### config.mk
export PLATFORM = sky130hd
export DESIGN_NAME = hazard_scoreboard_flat
export DESIGN_NICKNAME = d
export VERILOG_FILES = /design/src/rtl/pipe_pkg.sv /design/src/rtl/hazard_scoreboard_if.sv /design/src/rtl/md_busy_cnt.sv /design/src/rtl/hazard_scoreboard.sv /design/src/flat_wrapper.sv
export SDC_FILE = /design/constraint.sdc
export NUM_CORES = 1
export LEC_CHECK = 0
export BUFFER_PORTS_ARGS = -buffer_cell sky130_fd_sc_hd__buf_4
export CAP_MARGIN = 20
export CORE_MARGIN = 1.5
export CORE_UTILIZATION = 40
export CTS_CLUSTER_SIZE = 40
export DETAILED_ROUTE_END_ITERATION = 8
export GPL_ROUTABILITY_DRIVEN = 0
export PLACE_DENSITY = 0.69
export SLEW_MARGIN = 20
export SYNTH_ARGS = -nofsm -noshare
export SYNTH_HDL_FRONTEND = slang
export SYNTH_SLANG_ARGS = --single-unit
### constraint.sdc
create_clock -name clk -period 2.35 [get_ports clk]
set_input_delay 0.3525 -clock clk [delete_from_list [all_inputs] [get_ports clk]]
set_output_delay 0.3525 -clock clk [all_outputs]
set_load 0.1 [all_outputs]
### src/rtl/pipe_pkg.sv
// Shared constants for the hazard scoreboard: forwarding-select encodings,
// default mult/div latencies and the busy-counter width helper.
package pipe_pkg;

    typedef enum logic [1:0] {
        FWD_RF = 2'd0,
        FWD_W  = 2'd1,
        FWD_M  = 2'd2,
        FWD_E  = 2'd3
    } fwd_sel_e;

    localparam int unsigned MULT_LAT_DEF = 5;
    localparam int unsigned DIV_LAT_DEF  = 10;

    function automatic int unsigned busy_cnt_w(input int unsigned a, input int unsigned b);
        return $clog2(((a > b) ? a : b) + 1);
    endfunction

endpackage

### src/rtl/hazard_scoreboard_if.sv
// Pipeline-to-scoreboard bundle: D/E/M stage register info in, stall and forwarding controls out.
interface hazard_scoreboard_if #(
    parameter int RA_W = 5,
    parameter int TN_W = 2
);
    logic [RA_W-1:0] rs_d, rt_d;
    logic            use_rs_d, use_rt_d;
    logic [TN_W-1:0] tuse_rs_d, tuse_rt_d;
    logic [RA_W-1:0] a3_d;
    logic            we_d;
    logic [TN_W-1:0] tnew_d;
    logic            md_start_d, md_div_d, md_use_d;
    logic [RA_W-1:0] rs_e, rt_e, rt_m;
    logic            pc_en, ir_d_en, ir_e_clr;
    logic [1:0]      fwd_rs_d, fwd_rt_d, fwd_rs_e, fwd_rt_e;
    logic            fwd_rt_m;
    logic            md_busy;

    modport master (
        output rs_d, rt_d, use_rs_d, use_rt_d, tuse_rs_d, tuse_rt_d,
               a3_d, we_d, tnew_d, md_start_d, md_div_d, md_use_d,
               rs_e, rt_e, rt_m,
        input  pc_en, ir_d_en, ir_e_clr,
               fwd_rs_d, fwd_rt_d, fwd_rs_e, fwd_rt_e, fwd_rt_m, md_busy
    );

    modport slave (
        input  rs_d, rt_d, use_rs_d, use_rt_d, tuse_rs_d, tuse_rt_d,
               a3_d, we_d, tnew_d, md_start_d, md_div_d, md_use_d,
               rs_e, rt_e, rt_m,
        output pc_en, ir_d_en, ir_e_clr,
               fwd_rs_d, fwd_rt_d, fwd_rs_e, fwd_rt_e, fwd_rt_m, md_busy
    );
endinterface

### src/rtl/md_busy_cnt.sv
// Mult/div occupancy counter: loads a latency on start, counts down to zero and holds.
module md_busy_cnt #(
    parameter int unsigned CNT_W = 4
) (
    input  logic             clk,
    input  logic             rst_n,
    input  logic             load,
    input  logic [CNT_W-1:0] latency,
    output logic             busy
);
    logic [CNT_W-1:0] count;

    always_ff @(posedge clk or negedge rst_n) begin
        if (!rst_n) begin
            count <= '0;
        end else if (load) begin
            count <= latency;
        end else if (count != '0) begin
            count <= count - CNT_W'(1);
        end
    end

    assign busy = (count != '0);
endmodule

### src/rtl/hazard_scoreboard.sv
// Tnew/Tuse hazard scoreboard: shadows destination info through E/M/W and derives
// stall and youngest-first forwarding selects, plus mult/div occupancy.
module hazard_scoreboard
    import pipe_pkg::*;
#(
    parameter int RA_W     = 5,
    parameter int TN_W     = 2,
    parameter int MULT_LAT = int'(MULT_LAT_DEF),
    parameter int DIV_LAT  = int'(DIV_LAT_DEF)
) (
    input logic                clk,
    input logic                rst_n,
    hazard_scoreboard_if.slave bus
);
    localparam int unsigned CNT_W = busy_cnt_w(MULT_LAT, DIV_LAT);

    logic [RA_W-1:0] a3_e, a3_m, a3_w;
    logic            we_e, we_m, we_w;
    logic [TN_W-1:0] tnew_e, tnew_m;
    logic            md_start_e, md_div_e;
    logic            md_busy, stall, opnd_hazard;
    fwd_sel_e        fwd_rs_d, fwd_rt_d, fwd_rs_e, fwd_rt_e;

    function automatic logic hazard(input logic rd, input logic [RA_W-1:0] src,
                                    input logic [TN_W-1:0] tuse, input logic [RA_W-1:0] a3,
                                    input logic we, input logic [TN_W-1:0] tnew);
        return rd && (src != '0) && (src == a3) && we && (tnew > tuse);
    endfunction

    function automatic logic hit(input logic [RA_W-1:0] src, input logic [RA_W-1:0] a3,
                                 input logic we, input logic [TN_W-1:0] tnew);
        return (src != '0) && (src == a3) && we && (tnew == '0);
    endfunction

    always_comb begin
        opnd_hazard = hazard(bus.use_rs_d, bus.rs_d, bus.tuse_rs_d, a3_e, we_e, tnew_e)
                    | hazard(bus.use_rs_d, bus.rs_d, bus.tuse_rs_d, a3_m, we_m, tnew_m)
                    | hazard(bus.use_rt_d, bus.rt_d, bus.tuse_rt_d, a3_e, we_e, tnew_e)
                    | hazard(bus.use_rt_d, bus.rt_d, bus.tuse_rt_d, a3_m, we_m, tnew_m);
        stall = opnd_hazard | (bus.md_use_d & (md_busy | md_start_e));
    end

    // W results are always ready, so its Tnew is an implicit zero.
    always_comb begin
        fwd_rs_d = FWD_RF;
        if      (hit(bus.rs_d, a3_e, we_e, tnew_e))       fwd_rs_d = FWD_E;
        else if (hit(bus.rs_d, a3_m, we_m, tnew_m))       fwd_rs_d = FWD_M;
        else if (hit(bus.rs_d, a3_w, we_w, TN_W'(0)))     fwd_rs_d = FWD_W;
        fwd_rt_d = FWD_RF;
        if      (hit(bus.rt_d, a3_e, we_e, tnew_e))       fwd_rt_d = FWD_E;
        else if (hit(bus.rt_d, a3_m, we_m, tnew_m))       fwd_rt_d = FWD_M;
        else if (hit(bus.rt_d, a3_w, we_w, TN_W'(0)))     fwd_rt_d = FWD_W;
        fwd_rs_e = FWD_RF;
        if      (hit(bus.rs_e, a3_m, we_m, tnew_m))       fwd_rs_e = FWD_M;
        else if (hit(bus.rs_e, a3_w, we_w, TN_W'(0)))     fwd_rs_e = FWD_W;
        fwd_rt_e = FWD_RF;
        if      (hit(bus.rt_e, a3_m, we_m, tnew_m))       fwd_rt_e = FWD_M;
        else if (hit(bus.rt_e, a3_w, we_w, TN_W'(0)))     fwd_rt_e = FWD_W;
    end

    always_ff @(posedge clk or negedge rst_n) begin
        if (!rst_n) begin
            a3_e <= '0; we_e <= 1'b0; tnew_e <= '0; md_start_e <= 1'b0; md_div_e <= 1'b0;
            a3_m <= '0; we_m <= 1'b0; tnew_m <= '0;
            a3_w <= '0; we_w <= 1'b0;
        end else begin
            if (stall) begin
                a3_e <= '0; we_e <= 1'b0; tnew_e <= '0; md_start_e <= 1'b0; md_div_e <= 1'b0;
            end else begin
                a3_e       <= bus.a3_d;
                we_e       <= bus.we_d;
                tnew_e     <= bus.tnew_d;
                md_start_e <= bus.md_start_d;
                md_div_e   <= bus.md_div_d;
            end
            a3_m   <= a3_e;
            we_m   <= we_e;
            tnew_m <= (tnew_e != '0) ? tnew_e - TN_W'(1) : '0;
            a3_w   <= a3_m;
            we_w   <= we_m;
        end
    end

    md_busy_cnt #(.CNT_W(CNT_W)) u_md_busy_cnt (
        .clk     (clk),
        .rst_n   (rst_n),
        .load    (md_start_e),
        .latency (md_div_e ? CNT_W'(DIV_LAT) : CNT_W'(MULT_LAT)),
        .busy    (md_busy)
    );

    assign bus.pc_en    = !stall;
    assign bus.ir_d_en  = !stall;
    assign bus.ir_e_clr = stall;
    assign bus.fwd_rs_d = fwd_rs_d;
    assign bus.fwd_rt_d = fwd_rt_d;
    assign bus.fwd_rs_e = fwd_rs_e;
    assign bus.fwd_rt_e = fwd_rt_e;
    assign bus.fwd_rt_m = hit(bus.rt_m, a3_w, we_w, TN_W'(0));
    assign bus.md_busy  = md_busy;
endmodule

### src/flat_wrapper.sv
// flat-port wrapper written by rule: the top's interface ports become plain ports
module hazard_scoreboard_flat import pipe_pkg::*;
#(
    parameter int RA_W     = 5,
    parameter int TN_W     = 2,
    parameter int MULT_LAT = int'(MULT_LAT_DEF),
    parameter int DIV_LAT  = int'(DIV_LAT_DEF)
)
  (clk, rst_n, bus_rs_d, bus_rt_d, bus_use_rs_d, bus_use_rt_d, bus_tuse_rs_d, bus_tuse_rt_d, bus_a3_d, bus_we_d, bus_tnew_d, bus_md_start_d, bus_md_div_d, bus_md_use_d, bus_rs_e, bus_rt_e, bus_rt_m, bus_pc_en, bus_ir_d_en, bus_ir_e_clr, bus_fwd_rs_d, bus_fwd_rt_d, bus_fwd_rs_e, bus_fwd_rt_e, bus_fwd_rt_m, bus_md_busy);
  hazard_scoreboard_if #(.RA_W(RA_W), .TN_W(TN_W)) bus_i ();
  input logic clk;
  input logic rst_n;
  input wire logic [$bits(bus_i.rs_d)-1:0] bus_rs_d;
  input wire logic [$bits(bus_i.rt_d)-1:0] bus_rt_d;
  input wire logic [$bits(bus_i.use_rs_d)-1:0] bus_use_rs_d;
  input wire logic [$bits(bus_i.use_rt_d)-1:0] bus_use_rt_d;
  input wire logic [$bits(bus_i.tuse_rs_d)-1:0] bus_tuse_rs_d;
  input wire logic [$bits(bus_i.tuse_rt_d)-1:0] bus_tuse_rt_d;
  input wire logic [$bits(bus_i.a3_d)-1:0] bus_a3_d;
  input wire logic [$bits(bus_i.we_d)-1:0] bus_we_d;
  input wire logic [$bits(bus_i.tnew_d)-1:0] bus_tnew_d;
  input wire logic [$bits(bus_i.md_start_d)-1:0] bus_md_start_d;
  input wire logic [$bits(bus_i.md_div_d)-1:0] bus_md_div_d;
  input wire logic [$bits(bus_i.md_use_d)-1:0] bus_md_use_d;
  input wire logic [$bits(bus_i.rs_e)-1:0] bus_rs_e;
  input wire logic [$bits(bus_i.rt_e)-1:0] bus_rt_e;
  input wire logic [$bits(bus_i.rt_m)-1:0] bus_rt_m;
  output wire logic [$bits(bus_i.pc_en)-1:0] bus_pc_en;
  output wire logic [$bits(bus_i.ir_d_en)-1:0] bus_ir_d_en;
  output wire logic [$bits(bus_i.ir_e_clr)-1:0] bus_ir_e_clr;
  output wire logic [$bits(bus_i.fwd_rs_d)-1:0] bus_fwd_rs_d;
  output wire logic [$bits(bus_i.fwd_rt_d)-1:0] bus_fwd_rt_d;
  output wire logic [$bits(bus_i.fwd_rs_e)-1:0] bus_fwd_rs_e;
  output wire logic [$bits(bus_i.fwd_rt_e)-1:0] bus_fwd_rt_e;
  output wire logic [$bits(bus_i.fwd_rt_m)-1:0] bus_fwd_rt_m;
  output wire logic [$bits(bus_i.md_busy)-1:0] bus_md_busy;
  assign bus_i.rs_d = bus_rs_d;
  assign bus_i.rt_d = bus_rt_d;
  assign bus_i.use_rs_d = bus_use_rs_d;
  assign bus_i.use_rt_d = bus_use_rt_d;
  assign bus_i.tuse_rs_d = bus_tuse_rs_d;
  assign bus_i.tuse_rt_d = bus_tuse_rt_d;
  assign bus_i.a3_d = bus_a3_d;
  assign bus_i.we_d = bus_we_d;
  assign bus_i.tnew_d = bus_tnew_d;
  assign bus_i.md_start_d = bus_md_start_d;
  assign bus_i.md_div_d = bus_md_div_d;
  assign bus_i.md_use_d = bus_md_use_d;
  assign bus_i.rs_e = bus_rs_e;
  assign bus_i.rt_e = bus_rt_e;
  assign bus_i.rt_m = bus_rt_m;
  assign bus_pc_en = bus_i.pc_en;
  assign bus_ir_d_en = bus_i.ir_d_en;
  assign bus_ir_e_clr = bus_i.ir_e_clr;
  assign bus_fwd_rs_d = bus_i.fwd_rs_d;
  assign bus_fwd_rt_d = bus_i.fwd_rt_d;
  assign bus_fwd_rs_e = bus_i.fwd_rs_e;
  assign bus_fwd_rt_e = bus_i.fwd_rt_e;
  assign bus_fwd_rt_m = bus_i.fwd_rt_m;
  assign bus_md_busy = bus_i.md_busy;
  hazard_scoreboard #(.RA_W(RA_W), .TN_W(TN_W), .MULT_LAT(MULT_LAT), .DIV_LAT(DIV_LAT)) u_core (.clk(clk), .rst_n(rst_n), .bus(bus_i));
endmodule
# After elaboration in Yosys (flattened, before gate mapping)
# Index checks and enable logic that the tools add are counted.
dict set report word_totals {
  regBits 28
  output_inout_bits 13
  in_bits 44
  word_cells 106
}
dict set report classes {
  bitwise_logic 6
  n_eq_ne 11
  magnitude_cmp 4
  addsub 2
  reduce_logical 53
  n_mux 19
}
# cell count
set ops {}
lappend ops {{5-bit == test} 11}
lappend ops {{1-bit logical AND} 42}
lappend ops {{5-bit nonzero test} 5}
lappend ops {{2-bit two-way mux} 8}
lappend ops {{4-bit two-way mux} 3}
lappend ops {{2-bit > comparator} 4}
lappend ops {{1-bit two-way mux} 7}
lappend ops {{5-bit two-way mux} 1}
lappend ops {{1-bit bitwise OR} 5}
lappend ops {{2-bit zero test} 2}
lappend ops {{2-bit nonzero test} 2}
lappend ops {{4-bit nonzero test} 1}
lappend ops {{4-bit by 1-bit subtractor with 4-bit output, second input constant} 1}
lappend ops {{2-bit by 1-bit subtractor with 2-bit output, second input constant} 1}
lappend ops {{1-bit AND} 1}
lappend ops {{1-bit zero test} 1}

# Logic depth before layout (Yosys ltp)
# Gate-level depths: netlist (run 1).
dict set report depth {
  ltp_word 10
  mapped_depth 9
  mapped_depth_nobuf 7
}

# Modules after synthesis
# A second synthesis (run 1) with hierarchy kept.
dict set report hier_totals {
  hier_cells 207
  hier_area_um2 1989.4
}
# mod seq_area_each_um2 cells_each instances area_per_inst_um2
set by_module_without_submodules {}
lappend by_module_without_submodules {hazard_scoreboard 600.6 181 1 1737.9}
lappend by_module_without_submodules {md_busy_cnt 100.1 26 1 251.5}

# Worst setup path after synthesis (run 1)
# OpenSTA, ideal clock, no wires.
dict set report synth_timing {
  path_type {register to output}
  startpoint {register u_core.tnew_m[1]}
  endpoint {output port bus_fwd_rt_e[0]}
  arrival_time_ps 5712
  n_path_buf 0
  stages_incl_launch_ff 5
  slack_ps -3714
  cell_sequence {dfrtp_1 > nor3b_1 > nand4_1 > nor4_1 > nor4_1}
}
dict set report synth_between {
  elab_chain_cells 3
}
# item line
set synth_lines {}
lappend synth_lines {{start: declaration} hazard_scoreboard.sv:19} ;# logic [TN_W-1:0] tnew_e, tnew_m;
lappend synth_lines {{start signal: assignment} hazard_scoreboard.sv:78} ;# tnew_m <= (tnew_e != '0) ? tnew_e - TN_W'(1) : '0;
lappend synth_lines {{2-bit zero test} hazard_scoreboard.sv:32} ;# return (src != '0) && (src == a3) && we && (tnew == '0);
lappend synth_lines {{1-bit logical AND} hazard_scoreboard.sv:32}
lappend synth_lines {{2-bit two-way mux} hazard_scoreboard.sv:57} ;# if (hit(bus.rt_e, a3_m, we_m, tnew_m)) fwd_rt_e = FWD_M;
lappend synth_lines {{end: declaration} flat_wrapper.sv:34} ;# output wire logic [$bits(bus_i.fwd_rt_e)-1:0] bus_fwd_rt_e;
# No other way between the ends.

# Worst setup path in the final report (run 1)
dict set report layout_timing {
  startpoint {register u_core.tnew_e[1]}
  endpoint {output port bus_ir_e_clr}
}
dict set report layout_between {
  elab_chain_cells 6
  word_cells_on_any_way 8
  classes_between {order compare: 2; bitwise: 4; reduce/logical: 2}
}
# item line
set layout_lines {}
lappend layout_lines {{start: declaration} hazard_scoreboard.sv:19}
lappend layout_lines {{start signal: assignment} hazard_scoreboard.sv:72} ;# tnew_e <= bus.tnew_d;
lappend layout_lines {{2-bit > comparator} hazard_scoreboard.sv:27} ;# return rd && (src != '0) && (src == a3) && we && (tnew > tuse);
lappend layout_lines {{1-bit logical AND} hazard_scoreboard.sv:27}
lappend layout_lines {{1-bit bitwise OR} hazard_scoreboard.sv:37} ;# | hazard(bus.use_rs_d, bus.rs_d, bus.tuse_rs_d, a3_m, we_m, tnew_m)
lappend layout_lines {{1-bit bitwise OR (*)} hazard_scoreboard.sv:38} ;# | hazard(bus.use_rt_d, bus.rt_d, bus.tuse_rt_d, a3_e, we_e, tnew_e)
lappend layout_lines {{1-bit bitwise OR (*)} hazard_scoreboard.sv:39} ;# | hazard(bus.use_rt_d, bus.rt_d, bus.tuse_rt_d, a3_m, we_m, tnew_m);
lappend layout_lines {{1-bit bitwise OR (*)} hazard_scoreboard.sv:40} ;# stall = opnd_hazard | (bus.md_use_d & (md_busy | md_start_e));
lappend layout_lines {{end: declaration} flat_wrapper.sv:30} ;# output wire logic [$bits(bus_i.ir_e_clr)-1:0] bus_ir_e_clr;
# Mark *: on every way between the ends. The rest lies on a longest branch, timed or not.

==> impl_metrics.ini, run 1 <==
[yosys]
ys_warn_count = 0
postSynthCellCount = 204
syn-cell-area_mm2 = 0.00196
synth_edf_count = 0
synth_nets = 258
ys_ff_latch = 28
async_flop_share = 1.00
synth_ff_type = dfrtp_1
synth_cell_types = 35
avgSynthCellArea_um2 = 9.62
synth_seq_area_share = 0.357

[setup_path]
critical_path.endpoint_type = primary output
path_class = flip-flop to primary output
cp_max_fo = 3
cp_cell_sequence = buf_6, ha_4, nor2b_4, a2bb2oi_2, nand4b_1, o211ai_2, or2_4, buf_12
ff2ff_path_depth = 8
reg2reg_to = u_core.a3_e[4]$_DFF_PN0_
cp.required_ns = 2.00
slowest_stage = dfrtp_2
arrival_ns = 2.08
rrSetupSlack_ns = 0.46
r2r-start = u_core.tnew_m[1]$_DFF_PN0_
start_kind = flip-flop
max_stage_delay_ns = 0.46

[global_routing]
grt_pass1_wl_um = 7490
gr-usage-all-layers = 0.183
grt_max_degree = 29
overflow = 0
antenna_found_initial = 0
grt_pass1_vias = 1626

[die]
rows = 25
core_area_mm2 = 0.00472
dieArea_mm2 = 0.00533
dieHeight_um = 73.0
die_w_um = 73.0
design.portCount = 57
initial_core_util = 0.415

[clocking]
clock-root-buffer = clkbuf_8
path_clk_slew_ns = 0.09
numClockSinks = 28
h-tree-depth = 1
cts_buffers = 3
insertion_delay_ns = 0.27
cts_buffer_depth = 2
tritoncts = done

[worst_hold_path]
whs_path_depth = 2
hold_path_end = u_core.md_div_e$_DFF_PN0_
hp-class = primary input to flip-flop
hp-start = bus_md_div_d

[timing]
relSlewSlack = 0.771
hold_viol = 0
tns_ns = -0.178
worstMarginPinSlew_ns = 0.340
rsz0062_at_grt = true
skew_ns = 0.00614
fmax_ghz = 0.410
setup_violations = 3
timing.final.ws_setup_ns = -0.0870
period_needed_ns = 2.44
holdWs_ns = 0.338
finalCritPeriodShare = 1.04
final-max-slew-violation-count = 0

[pwr]
power_frac_comb = 0.443
swShare = 0.371
intPower_w = 0.00107
seq_power_share = 0.386
p_leak_nw = 1.23
ir_drop_mv = 0.503
p_per_area_mw_per_mm2 = 596
power.share.clock = 0.171
power.switching_w = 0.000630
p_total_w = 0.00170

[detailed_routing]
drcViolationCount = 0
wl_um = 4770
routedWlPerCell_um = 14.2
drt_first_pass_iters = 4
ant_nets = 0
viasPerCell = 4.99
vias = 1680
first_iter_violations = 59

[finish]
layout_common_cells = 58 x buf_4, 33 x xnor2_1, 25 x dfrtp_1
multi_input_area_mm2 = 0.00138
regArea_um2 = 704
final_common_cell = buf_4
fin_nets = 325
area_delta_synth_final_pct = 45.5
fillers = 405
drive_gt1_frac = 0.385
diodes = 0

[status]
violations = negative setup slack
outcome = finished with violations

[job]
maxCapViolCount = 0

[placed_design]
hpwl_um = 3710
portBuffers = 56
==> worst max path at each step <==
stage	startpoint	to	slack (ns)	depth (start not counted)
finish	u_core.tnew_e[1]$_DFF_PN0_	bus_ir_e_clr	-0.09	8
global route	u_core.tnew_e[1]$_DFF_PN0_	bus_ir_e_clr	-0.18	8
CTS	u_core.tnew_m[1]$_DFF_PN0_	bus_ir_d_en	-0.1	8
detailed placement	bus_tuse_rs_d[1]	bus_ir_e_clr	0.03	9
global placement	bus_tuse_rs_d[1]	bus_ir_e_clr	0.09	9
floorplan	u_core.u_md_busy_cnt.count[1]$_DFFE_PN0N_	bus_pc_en	-0.52	9
==> flip-flops by register name, summed over array words and instances (netlist names) <==
name and flops:
u_core.a3_e 5, u_core.a3_m 5, u_core.a3_w 5, u_core.u_md_busy_cnt.count 4
u_core.tnew_e 2, u_core.tnew_m 2, u_core.md_div_e 1, u_core.md_start_e 1
u_core.we_e 1, u_core.we_m 1, u_core.we_w 1
==> cells in the mapped netlist, drive strengths merged, types with 2 or more instances <==
master / number / area (um^2)
a21oi: 2 / 10.0
and2: 2 / 12.5
and3: 2 / 12.5
buf: 3 / 30.0
clkbuf: 5 / 18.8
dfrtp: 28 / 701
ha: 10 / 125
inv: 7 / 26.3
nand2: 11 / 41.3
nand3: 5 / 25.0
nand4: 7 / 43.8
nor2: 10 / 37.5
nor2b: 6 / 37.5
nor3: 6 / 30.0
nor3b: 11 / 82.6
nor4: 10 / 62.6
o211ai: 3 / 27.5
o21a: 2 / 15.0
o21ai: 5 / 25.0
or4: 2 / 15.0
xnor2: 33 / 289
xor2: 23 / 201
==> area by class of cell <==
type                       instances  share of cell area
clock buffer                       4              0.0193
sequential                        28               0.247
tap                               67              0.0294
timing repair buffer              70               0.212
multi-input combinational        161               0.482
inverter                           7              0.0105
==> cell families (layout without fill, tap and decap cells) <==
kind of cell               after synthesis  after routing  synth area share
and+or+nand+nor                         77             77             0.226
xor gates and xnor gates                56             56             0.250
DFF                                     28             28             0.357
AOI/OAI and AO/OA                       18             18            0.0650
buffers and inverters                   15             81            0.0383
adders and majority gates               10             10            0.0638
==> worst max-delay path, delay by kind of cell, from the launching register on <==
family,cells,cell delay (ns)
flops,1,0.46
fa+ha+maj,1,0.21
buf+inv,2,0.31
compound gates,2,0.30
simple gates,3,0.54
==> metal layers <==
metal | global-route usage | vias up | wire [um]
met3 | 0.0331 | 7 | 300
met5 | 0 | - | 0
met2 | 0.290 | 53 | 2220
li1 | - | 833 | -
met4 | 0.0440 | 0 | 51
met1 | 0.260 | 787 | 2200
==> what timing repair did <==
action	CTS	global route
endpoints found under the hold margin	28	0
setup endpoints to repair	4	8
resized for setup	16	21
gates cloned	0	0
hold buffers	1	0
pin swaps	9	13
setup buffers	3	1
==> power groups by stage <==
stage	Clock, W	Combinational, W	Sequential (W)
after floorplan	0	0.000530	0.000628
after global placement	0	0.000671	0.000662
after detailed placement	0	0.000684	0.000663
after CTS	0.000294	0.000724	0.000653
after global routing	0.000319	0.000819	0.000671
final	0.000291	0.000752	0.000657
==> per-stage QoR <==
step                      cell area [um^2]  std cells   util  setup slack, ns
after detailed placement              2580        328  0.547           0.0304
after floorplan                       2070        204      -           -0.515
after global placement                2580        328  0.547           0.0918
after global routing                  2850        337  0.604           -0.177
after CTS                             2730        336  0.578          -0.0994
final                                 2850        337  0.604          -0.0870
No activity file was read; power rests on OpenSTA's default activity.
==> run 2: changes to the inputs <==
--- a/config.mk
+++ b/config.mk
@@ -8,11 +8,12 @@
 export BUFFER_PORTS_ARGS = -buffer_cell sky130_fd_sc_hd__buf_4
 export CAP_MARGIN = 20
 export CORE_MARGIN = 1.5
-export CORE_UTILIZATION = 40
+export CORE_UTILIZATION = 45
+export CTS_BUF_LIST = sky130_fd_sc_hd__clkbuf_4
 export CTS_CLUSTER_SIZE = 40
 export DETAILED_ROUTE_END_ITERATION = 8
 export GPL_ROUTABILITY_DRIVEN = 0
-export PLACE_DENSITY = 0.69
+export PLACE_DENSITY = 0.76
 export SLEW_MARGIN = 20
 export SYNTH_ARGS = -nofsm -noshare
 export SYNTH_HDL_FRONTEND = slang
==> run 2 against run 1 <==
The run still ends with negative setup slack left. Register-to-register slack got worse by 0.05 ns. Cell count decreased by 5.3%. Final area decreased by 2.8%. Via count grew 0.42%. Fmax down 1.3%. Sequential power barely moved. Critical path depth stayed put. Combinational power is 4.0% lower. Largest cell class unchanged.
==> impl_metrics.ini, run 2 (synthesis results as in run 1) <==
[setup_path]
cp.required_ns = 2.00
reg2reg_to = u_core.we_e$_DFF_PN0_
rrSetupSlack_ns = 0.41
ff2ff_path_depth = 8
path_class = flip-flop to primary output
cp_cell_sequence = ha_1, nor2b_1, o211ai_1, nor3_1, o211a_1, buf_6, nor2_4, buf_12
cp_num_buf_inv = 2
max_stage_delay_ns = 0.44
start_kind = flip-flop
cp.depth = 8
critical_path.endpoint_type = primary output
startpoint = u_core.tnew_m[1]$_DFF_PN0_
path_delay_family = flip-flops
arrival_ns = 2.12
r2r-start = u_core.tnew_m[1]$_DFF_PN0_
cp_max_fo = 3
slowest_stage = dfrtp_1
crit_path_end = bus_ir_d_en

[detailed_routing]
first_iter_violations = 96
vias = 1687
ant_nets = 0
viasPerCell = 5.29
drt_first_pass_iters = 4
routedWlPerCell_um = 15.0
drcViolationCount = 0
wl_um = 4800

[timing]
timing.final.ws_setup_ns = -0.120
skew_ns = 0.0101
finalCritPeriodShare = 1.05
final-max-slew-violation-count = 0
tns_ns = -0.353
rsz0062_at_grt = true
hold_viol = 0
relSlewSlack = 0.767
worstMarginPinSlew_ns = 0.349
setup_violations = 4
period_needed_ns = 2.47
fmax_ghz = 0.405

[die]
rows = 23
core_area_mm2 = 0.00409
dieHeight_um = 69.0
design.portCount = 57
dieArea_mm2 = 0.00477
die_w_um = 69.0
initial_core_util = 0.480

[pwr]
p_leak_nw = 1.22
ir_drop_mv = 0.515
p_per_area_mw_per_mm2 = 609

[clocking]
path_clk_slew_ns = 0.15
insertion_delay_ns = 0.32
cts_buffer_depth = 2
h-tree-depth = 1
cts_buffers = 3
numClockSinks = 28
clock-root-buffer = clkbuf_4
tritoncts = done

[global_routing]
grt_max_degree = 29
antenna_found_initial = 0
grt_pass1_wl_um = 7890
gr-usage-all-layers = 0.203
grt_pass1_vias = 1662
overflow = 0

[finish]
drive_gt1_frac = 0.364
diodes = 0
fin_nets = 324
fin_cells = 319
reg_top3 = u_core.a3_e: 5 flops, u_core.a3_m: 5 flops, u_core.a3_w: 5 flops
area_delta_synth_final_pct = 41.5
final_common_cell = buf_4
layout_common_cells = 57 x buf_4, 33 x xnor2_1, 23 x xor2_1, 23 x dfrtp_1, 11 x nand2_1

[placed_design]
dp_cells = 312
hpwl_um = 3780
portBuffers = 56

[worst_hold_path]
hp-class = primary input to flip-flop

[status]
outcome = finished with violations
violations = negative setup slack

[job]
maxCapViolCount = 0
## run 2: changes by cell type in the layout (fill, tap and decap cells not counted), moves of 2 or more
cell      previous run  this run
clkbuf_4             0         3
clkbuf_8             4         0
dfrtp_1             25        23
dfrtp_2              3         5
ha_1                 5         8
ha_4                 5         2
nor2b_1              4         6
nor2b_4              2         0
## run 2: worst min-delay path by stage
| stage | startpoint | end | slack, ns | cells after the start |
|---|---|---|---|---|
| after floorplan | rst_n | u_core.a3_e[0]$_DFF_PN0_ | 0.06 | 0 |
| after global placement | rst_n | u_core.tnew_e[0]$_DFF_PN0_ | 0.28 | 1 |
| after detailed placement | rst_n | u_core.tnew_e[0]$_DFF_PN0_ | 0.29 | 1 |
| after CTS | bus_a3_d[3] | u_core.a3_e[3]$_DFF_PN0_ | 0.27 | 2 |
| after global routing | bus_md_div_d | u_core.md_div_e$_DFF_PN0_ | 0.25 | 2 |
| final | bus_a3_d[3] | u_core.a3_e[3]$_DFF_PN0_ | 0.28 | 2 |
## run 2: stage by stage
stage | cell area (um^2) | worst slack (ns) | utilization | total power, W | hold slack, ns
2_1_floorplan | 2070 | -0.515 | - | 0.00116 | 0.0569
3_3_place_gp | 2570 | 0.0932 | 0.629 | 0.00133 | 0.284
3_5_place_dp | 2570 | 0.0702 | 0.629 | 0.00135 | 0.287
4_1_cts | 2730 | -0.154 | 0.667 | 0.00169 | 0.269
5_1_grt | 2780 | -0.220 | 0.679 | 0.00180 | 0.254
6_report | 2780 | -0.120 | 0.679 | 0.00169 | 0.280
## run 2: cell type report
class	instances	area [um^2]
inverters	7	30.0
repair buffers	69	606
fillers	339	1310
multi-input cells	161	1320
clock inverters	1	30.0
clock buffers	3	22.5
flip-flops and latches	28	707
well taps	50	62.6
## run 2: power breakdown
group / switching (W) / internal, W / leakage [nW]
combinational: 0.000385 / 0.000337 / 0.842
sequential: 0.0000975 / 0.000562 / 0.349
clock: 0.000135 / 0.000172 / 0.0279
total: 0.000617 / 0.00107 / 1.22
## run 2: layer usage
metal / vias to the layer above / track usage / routed length [um]
met3: 6 / 0.0351 / 362
met2: 68 / 0.340 / 2260
met4: 0 / 0.0414 / 46
met5: - / 0 / 0
li1: 832 / - / -
met1: 781 / 0.276 / 2120
## run 2: repair_timing
action	CTS	global route
hold buffers	1	0
hold endpoints to repair	28	0
resized for setup	20	12
setup buffers	1	1
pin swaps	5	6
endpoints found under the setup margin	5	11
